**config.mk**
```make
export PLATFORM = sky130hd
export DESIGN_NAME = uart_tx_param
export DESIGN_NICKNAME = d
export VERILOG_FILES = /design/src/rtl/uart_tx_param.sv
export SDC_FILE = /design/constraint.sdc
export NUM_CORES = 1
export LEC_CHECK = 0
export CAP_MARGIN = 20
export CORE_MARGIN = 3
export CORE_UTILIZATION = 40
export DETAILED_ROUTE_END_ITERATION = 10
export DONT_BUFFER_PORTS = 1
export SYNTH_ARGS = -nofsm -noshare
export SYNTH_HDL_FRONTEND = slang
export SYNTH_SLANG_ARGS = --single-unit
```
**constraint.sdc**
```tcl
create_clock -name clk -period 2.7 [get_ports clk]
set_clock_uncertainty 0.15 [all_clocks]
set_input_delay 0.27 -clock clk [delete_from_list [all_inputs] [get_ports clk]]
set_output_delay 0.27 -clock clk [all_outputs]
set_load 0.02 [all_outputs]
```
**src/rtl/uart_tx_param.sv**
```systemverilog
// rtl/uart_tx_param.sv - parametrised UART transmitter with transmit FIFO, optional parity and 1/2 stop bits
module uart_tx_param #(
    parameter int BAUD_DIV   = 10416,
    parameter int DATA_BITS  = 8,
    parameter int PARITY     = 0,
    parameter int STOP_BITS  = 1,
    parameter int FIFO_DEPTH = 4
) (
    input  logic                 clk,
    input  logic                 arst_n,
    input  logic                 tx_en,
    input  logic [DATA_BITS-1:0] tx_data,
    input  logic                 load,
    output logic                 tx_out,
    output logic                 tx_busy,
    output logic                 tx_done,
    output logic                 tx_full,
    output logic                 overflow
);

    localparam int AW = $clog2(FIFO_DEPTH);
    localparam int BW = (BAUD_DIV > 1) ? $clog2(BAUD_DIV) : 1;
    localparam int IW = $clog2(DATA_BITS);
    localparam logic [BW-1:0] BAUD_LAST = BW'(BAUD_DIV - 1);
    localparam logic [IW-1:0] DATA_LAST = IW'(DATA_BITS - 1);
    localparam logic [IW-1:0] STOP_LAST = IW'(STOP_BITS - 1);
    localparam logic          PAR_ODD   = (PARITY == 1);

    typedef enum logic [2:0] {S_IDLE, S_START, S_DATA, S_PARITY, S_STOP} state_t;

    state_t                 r_state, w_state_n;
    logic [BW-1:0]          r_baud, w_baud_n;
    logic [IW-1:0]          r_idx, w_idx_n;
    logic [DATA_BITS-1:0]   r_shift, w_shift_n;
    logic                   r_par, w_par_n;
    logic                   r_tx_out, r_done, r_overflow;
    logic                   w_done_n, w_line, w_pop, w_push, w_empty, w_full, w_bit_end;
    logic [AW:0]            r_wr_ptr, r_rd_ptr;
    logic [DATA_BITS-1:0]   r_mem [FIFO_DEPTH];
    logic [DATA_BITS-1:0]   w_head;

    // Extra pointer MSB distinguishes full from empty when the index bits match.
    assign w_empty   = (r_wr_ptr == r_rd_ptr);
    assign w_full    = (r_wr_ptr[AW] != r_rd_ptr[AW]) && (r_wr_ptr[AW-1:0] == r_rd_ptr[AW-1:0]);
    assign w_push    = load && !w_full;
    assign w_head    = r_mem[r_rd_ptr[AW-1:0]];
    assign w_bit_end = (r_baud == BAUD_LAST);

    always_ff @(posedge clk) begin
        if (w_push) begin
            r_mem[r_wr_ptr[AW-1:0]] <= tx_data;
        end
    end

    always_ff @(posedge clk or negedge arst_n) begin
        if (!arst_n) begin
            r_wr_ptr   <= '0;
            r_rd_ptr   <= '0;
            r_overflow <= 1'b0;
        end else begin
            if (w_push) r_wr_ptr <= r_wr_ptr + 1'b1;
            if (w_pop)  r_rd_ptr <= r_rd_ptr + 1'b1;
            r_overflow <= load && w_full;
        end
    end

    always_comb begin
        w_state_n = r_state;
        w_baud_n  = w_bit_end ? '0 : r_baud + 1'b1;
        w_idx_n   = r_idx;
        w_shift_n = r_shift;
        w_par_n   = r_par;
        w_pop     = 1'b0;
        w_done_n  = 1'b0;
        case (r_state)
            S_IDLE: begin
                w_baud_n = '0;
                if (!w_empty && tx_en) begin
                    w_pop     = 1'b1;
                    w_state_n = S_START;
                end
            end
            S_START: begin
                if (w_bit_end) begin
                    w_state_n = S_DATA;
                    w_idx_n   = '0;
                end
            end
            S_DATA: begin
                if (w_bit_end) begin
                    if (r_idx == DATA_LAST) begin
                        w_idx_n   = '0;
                        w_state_n = (PARITY != 0) ? S_PARITY : S_STOP;
                    end else begin
                        w_idx_n   = r_idx + 1'b1;
                        w_shift_n = r_shift >> 1;
                    end
                end
            end
            S_PARITY: begin
                if (w_bit_end) begin
                    w_state_n = S_STOP;
                    w_idx_n   = '0;
                end
            end
            S_STOP: begin
                if (w_bit_end) begin
                    if (r_idx == STOP_LAST) begin
                        w_done_n  = 1'b1;
                        w_idx_n   = '0;
                        if (!w_empty && tx_en) begin
                            w_pop     = 1'b1;
                            w_state_n = S_START;
                        end else begin
                            w_state_n = S_IDLE;
                        end
                    end else begin
                        w_idx_n = r_idx + 1'b1;
                    end
                end
            end
            default: w_state_n = S_IDLE;
        endcase
        if (w_pop) begin
            w_shift_n = w_head;
            w_par_n   = (^w_head) ^ PAR_ODD;
            w_baud_n  = '0;
        end
    end

    // The line level is derived from the next state so tx_out is registered without an extra bit of lag.
    always_comb begin
        w_line = 1'b1;
        case (w_state_n)
            S_START:  w_line = 1'b0;
            S_DATA:   w_line = w_shift_n[0];
            S_PARITY: w_line = w_par_n;
            default:  w_line = 1'b1;
        endcase
    end

    always_ff @(posedge clk or negedge arst_n) begin
        if (!arst_n) begin
            r_state  <= S_IDLE;
            r_baud   <= '0;
            r_idx    <= '0;
            r_shift  <= '0;
            r_par    <= 1'b0;
            r_tx_out <= 1'b1;
            r_done   <= 1'b0;
        end else begin
            r_state  <= w_state_n;
            r_baud   <= w_baud_n;
            r_idx    <= w_idx_n;
            r_shift  <= w_shift_n;
            r_par    <= w_par_n;
            r_tx_out <= w_line;
            r_done   <= w_done_n;
        end
    end

    assign tx_out   = r_tx_out;
    assign tx_busy  = (r_state != S_IDLE);
    assign tx_done  = r_done;
    assign tx_full  = w_full;
    assign overflow = r_overflow;

endmodule
```
==> metrics.yaml, run 1 <==
logic_synthesis:
  syn_avg_cell_area_sq_um: 13.5
  yosysTopAreaCellShare: 0.297
  ys_seq_elements: 70
  synth_edf_count: 32
  syn-cell-area_sq_um: 3240
  netlist_instances: 239
  synth_warnings: 0
  synth_fp_nets: 260
  synth-main-ff-cell: "dfrtp_1"
  seq_area_frac_synth: 0.591
  yosysTopAreaCell: "edfxtp_1"
  synth_cell_type_count: 40
  synth_area_leaders: "edfxtp_1, dfrtp_1, mux2_2"
  synthArstFlopShare: 0.543
timing:
  finalCritPeriodShare: 0.878
  worst_slew_pin_slew_ps: 456
  slew_viol_final: 0
  rsz0062_at_grt: "false"
  maxSlewHeadroom: 0.696
  tns_ps: 0
  final_hold_viol_count: 0
  fin_crit_ps: 2370
  setup_violations: 0
  max_freq_mhz: 422
routing:
  drc: 0
  wl_met3_um: 179
  highest_layer: "met4"
  drt_iter0_markers: 116
  num_vias: 1836
  drtPass1Iterations: 4
  via_per_inst: 5.02
  wirelength_mm: 5.35
  drt-met1-wl_mm: 2.66
  drtAntennaViolNets: 0
  routed-wl-met2_mm: 2.44
  wire_per_inst_um: 14.6
clock_network:
  insertion_delay_ps: 340
  post-cts-setup-buffers: 0
  cts_resized: 0
  cts_tree: "done"
  cts.reportedPaths.clkPinSlew_ps: 80
  cts_buffers: 9
  clock_sinks: 70
  cts-root-buf: "clkbuf_8"
  cts.path.max_buffers: 2
  holdBufCountCts: 11
  cts_max_level: 3
worst_hold_path:
  hold_class: "input pin to flop"
power_and_ir_drop:
  ir_drop_uv: 373
  p_per_area_nw_per_um2: 660
  p_leak_nw: 1.53
grt:
  grt_pass1_wl_mm: 8.98
  grt_usage: 0.131
  antenna_found_initial: 0
  grt_pass1_vias: 1803
  overflow: 0
  grt_max_degree: 39
cells_and_area:
  n_antenna_cell: 0
  stdcell_area_sq_um: 3670
  final_nets: 280
  area_growth_pct: 13.5
  layout_common_cells: "dfrtp_1, edfxtp_1, nor2_1"
  drive_gt1_frac: 0.178
  layout_commonest_cell: "dfrtp_1"
worst_setup_path:
  crit_type: "flop to flop"
  setup.worst_path.start_class: "flop"
  worstPathRequired_ps: 2780
  end_kind: "flop"
  cp_max_fo: 8
  worstPathArrival_ps: 2450
floorplanning:
  io_pins: 17
  die_w_um: 96.0
  coreArea_sq_um: 7810
  die_area_sq_um: 9210
  die_height_um: 96.0
  rows: 32
  start_util: 0.415
status:
  status: "complete, no violations"
flow_run:
  maxCapViolCount: 0
placed_design:
  dpl-instance-area_sq_um: 3370
  finalWeightedCongestion: 0.709
  port_buffers: 0
  hpwl_mm: 3.60
## flip-flops by register name, indices dropped and copies added (netlist names), 3 cells and up
register,flops
r_mem,32
r_state,3
r_baud,14
r_rd_ptr,3
r_wr_ptr,3
r_shift,8
r_idx,3
## per-layer routing
metal  vias up  track usage
met1       893        0.186
li1        907            -
met3         6       0.0328
met5         -            0
met4         0       0.0664
met2        30        0.185
## critical path: stages, from the launching register on
cell and delay, ps:
dfrtp_1 390, ha_1 220, and4_1 310, and4_1 390, nand2_2 210, mux2_4 340, mux2_2 260
## power by group
group          switching [mW]  internal (mW)  total, mW
sequential             0.0460           1.25       1.29
combinational           0.183          0.142      0.325
clock                   0.454          0.354      0.808
## layout make-up
type	instances	area [sq um]
inverter	7	26.3
fill	709	4130
clock inverter	7	62.6
tap	102	128
multi-input combinational	153	1250
clock buffer	9	124
timing repair buffer	18	173
sequential	70	1910
## cell families after synthesis
kind of cell	count (synthesis)	share of synthesized area
simple gates	73	0.118
flops	70	0.591
xor+xnor	25	0.0676
mux	25	0.123
compound gates	21	0.0425
buf+inv	16	0.0236
fa+ha+maj	9	0.0348
## synthesized netlist by cell type (3+ instances only)
| cell | n |
|---|---|
| xnor2_1 | 14 |
| nand2_1 | 12 |
| clkbuf_1 | 5 |
| ha_1 | 9 |
| nor2b_1 | 3 |
| a21oi_1 | 4 |
| nand4_1 | 4 |
| and2_1 | 5 |
| mux4_1 | 6 |
| xor2_1 | 11 |
| and4_1 | 5 |
| nor2_1 | 20 |
| mux2_2 | 15 |
| a211oi_1 | 3 |
| edfxtp_1 | 32 |
| nand3_1 | 10 |
| dfrtp_1 | 37 |
| nand2b_1 | 3 |
| and3_1 | 3 |
| inv_1 | 7 |
| o21ai_0 | 6 |
## path summary, 6_finish.rpt
path                                 from          end  slack, ps  cells past startpoint
worst max-delay path            r_baud[0]   r_shift[0]        330                      6
worst min-delay path                tx_en  r_rd_ptr[2]        100                      3
worst max register to register  r_baud[0]   r_shift[0]        330                      6
worst min register to register  r_baud[0]    r_baud[0]        330                      1
max in group asynchronous          arst_n       tx_out       1920                      2
min in group asynchronous          arst_n   r_shift[4]        240                      2
## per-stage QoR
step | hold slack, ps | std cells | setup WS, ps | total power, mW | util
floorplan | -176 | 239 | 510 | 1.53 | -
global placement | -173 | 339 | 421 | 1.62 | 0.431
detailed placement | -173 | 339 | 358 | 1.62 | 0.431
CTS | 87.7 | 366 | 336 | 2.46 | 0.471
global route | 118 | 366 | 200 | 2.56 | 0.471
finish | 101 | 366 | 330 | 2.43 | 0.471
(Power assumes the default switching activity.)
==> run 2: changes to the inputs <==
CORE_UTILIZATION = 25   (was 40)
==> metrics.yaml, run 2 (same netlist as run 1, synthesis figures left out) <==
grt:
  overflow: 0  # unchanged
  grt_pass1_wl_mm: 9.45  # +5.2%
  antenna_found_initial: 0  # unchanged
  grt_usage: 0.0854  # -0.0454
  grt_pass1_vias: 1812  # +0.50%
  grt_max_degree: 39  # unchanged
placed_design:
  pre_cts_ws_ps: 456  # +98.6 ps
  hpwl_mm: 3.84  # +6.7%
  port_buffers: 0  # unchanged
  finalWeightedCongestion: 0.780  # +10%
cells_and_area:
  area_growth_pct: 19.5
  largest_reg_flops: 32  # unchanged
  fillers: 1257  # +77%
  drive_gt1_frac: 0.178  # unchanged
  fin_util: 0.314  # -0.156
  layout_common_cells: "dfrtp_1, edfxtp_1, nor2_1"
  final_nets: 280  # unchanged
  layout_commonest_cell: "dfrtp_1"
  n_antenna_cell: 0  # unchanged
worst_setup_path:
  crit_chain: "ha_1 > and4_1 > and4_1 > a21bo_2 > nand2_1 > buf_4 > mux2_2"
  critPathTopFamily: "simple AND/OR/NAND/NOR gates"
  path_buf_inv: 1  # +1
  worstPathRequired_ps: 2770  # about the same
  setup.worst_path.start_class: "flop"
  cpMostUsedCell: "and4_1"
  critPathSlowestCell: "dfrtp_1"
  crit_type: "flop to flop"
  end_kind: "flop"
  slowest_delay_ps: 400  # about the same
  worstPathArrival_ps: 2310  # -140 ps
  cp_max_fo: 7  # -1
clock_network:
  cts.path.max_buffers: 2  # unchanged
  cts-root-buf: "clkbuf_16"
  cts_tree: "done"
  insertion_delay_ps: 330  # about the same
  clock_sinks: 70  # unchanged
  cts_max_level: 3  # unchanged
  cts.reportedPaths.clkPinSlew_ps: 60  # -20 ps
  cts_resized: 0  # unchanged
  cts_buffers: 9  # unchanged
routing:
  drtPass1Iterations: 4  # unchanged
  wire_per_inst_um: 13.0  # -11%
  num_vias: 1828  # -0.44%
  wirelength_mm: 5.60  # +4.6%
  via_per_inst: 4.23  # -16%
  drtAntennaViolNets: 0  # unchanged
  drt_iter0_markers: 78  # -33%
  drc: 0  # unchanged
timing:
  finalCritPeriodShare: 0.832  # -0.0455
  setup_violations: 0  # unchanged
  setup_ws_ps: 453  # +123 ps
  final_hold_viol_count: 0  # unchanged
  holdWs_ps: 93.1  # -7.83 ps
  slew_viol_final: 0  # unchanged
  worst_slew_pin_slew_ps: 506  # +50.0 ps
  maxSlewHeadroom: 0.663  # -0.0326
  tns_ps: 0  # unchanged
  fin_crit_ps: 2250  # -123 ps
  rsz0062_at_grt: "false"
  max_freq_mhz: 445  # +5.5%
power_and_ir_drop:
  swShare: 0.251  # -0.0301
  seq_power_share: 0.463  # -0.070
  comb_power_share: 0.117  # -0.017
  clockPowerShare: 0.420  # +0.087
  p_per_area_nw_per_um2: 726  # +9.9%
  total_power_mw: 2.81  # +16%
  internal_power_mw: 2.10  # +21%
  ir_drop_uv: 602  # +61%
  p_leak_nw: 1.58  # +3.4%
  power_switching_mw: 0.706  # +3.4%
floorplanning:
  die_height_um: 120  # +25%
  coreArea_sq_um: 12300  # +58%
  io_pins: 17  # unchanged
  die_w_um: 120  # +25%
  die_area_sq_um: 14300  # +56%
  rows: 40  # +25%
  start_util: 0.263  # -0.152
status:
  status: "complete, no violations"
flow_run:
  maxCapViolCount: 0  # unchanged
worst_hold_path:
  hold_class: "input pin to flop"
-- run 2: path summary, 6_finish.rpt --
path	from	endpoint	slack, ps	cells after the start
min	tx_en	r_rd_ptr[2]	90	3
min in group asynchronous	arst_n	r_baud[0]	250	2
min reg2reg	r_baud[0]	r_baud[0]	340	1
max in group asynchronous	arst_n	tx_out	1900	2
max	r_baud[0]	r_shift[3]	450	7
max reg2reg	r_baud[0]	r_shift[3]	450	7
-- run 2: repair_timing --
action,4_1_cts,5_1_grt
hold buffers,11,0
hold endpoints to repair,71,0
buffers inserted,0,0
-- run 2: per-stage QoR --
| stage | instance area, sq um | cells |
|---|---|---|
| after global placement | 3450 | 405 |
| after floorplan | 3240 | 239 |
| after detailed placement | 3450 | 405 |
| after global routing | 3870 | 432 |
| after CTS | 3870 | 432 |
| final | 3870 | 432 |
-- run 2: power by group through the flow --
stage	registers, mW	clock network (mW)	logic (mW)
after floorplan	1.30	0	0.225
after global placement	1.32	0	0.296
after detailed placement	1.32	0	0.304
after CTS	1.30	1.20	0.342
after global routing	1.31	1.25	0.371
final	1.30	1.18	0.329
-- run 2: area by class of cell --
type	instances	area, sq um	area share
clock buffers	9	225	0.0582
clock inverters	7	73.8	0.0191
multi-input cells	153	1250	0.322
repair buffers	18	173	0.0446
flip-flops and latches	70	1910	0.495
well taps	168	210	0.0543
inverters	7	26.3	0.00679
-- run 2: worst register-to-register path, stage by stage, from the launching register on --
cell	delay, ps
dfrtp_1	400
ha_1	240
and4_1	260
and4_1	270
a21bo_2	230
nand2_1	80
buf_4	160
mux2_2	340
-- run 2: routing by layer --
layer	GRT usage	vias up	wire length [um]
met5	0	-	0
met2	0.128	32	2630
li1	-	908	-
met4	0.0429	0	96
met1	0.109	883	2700
met3	0.0306	5	177
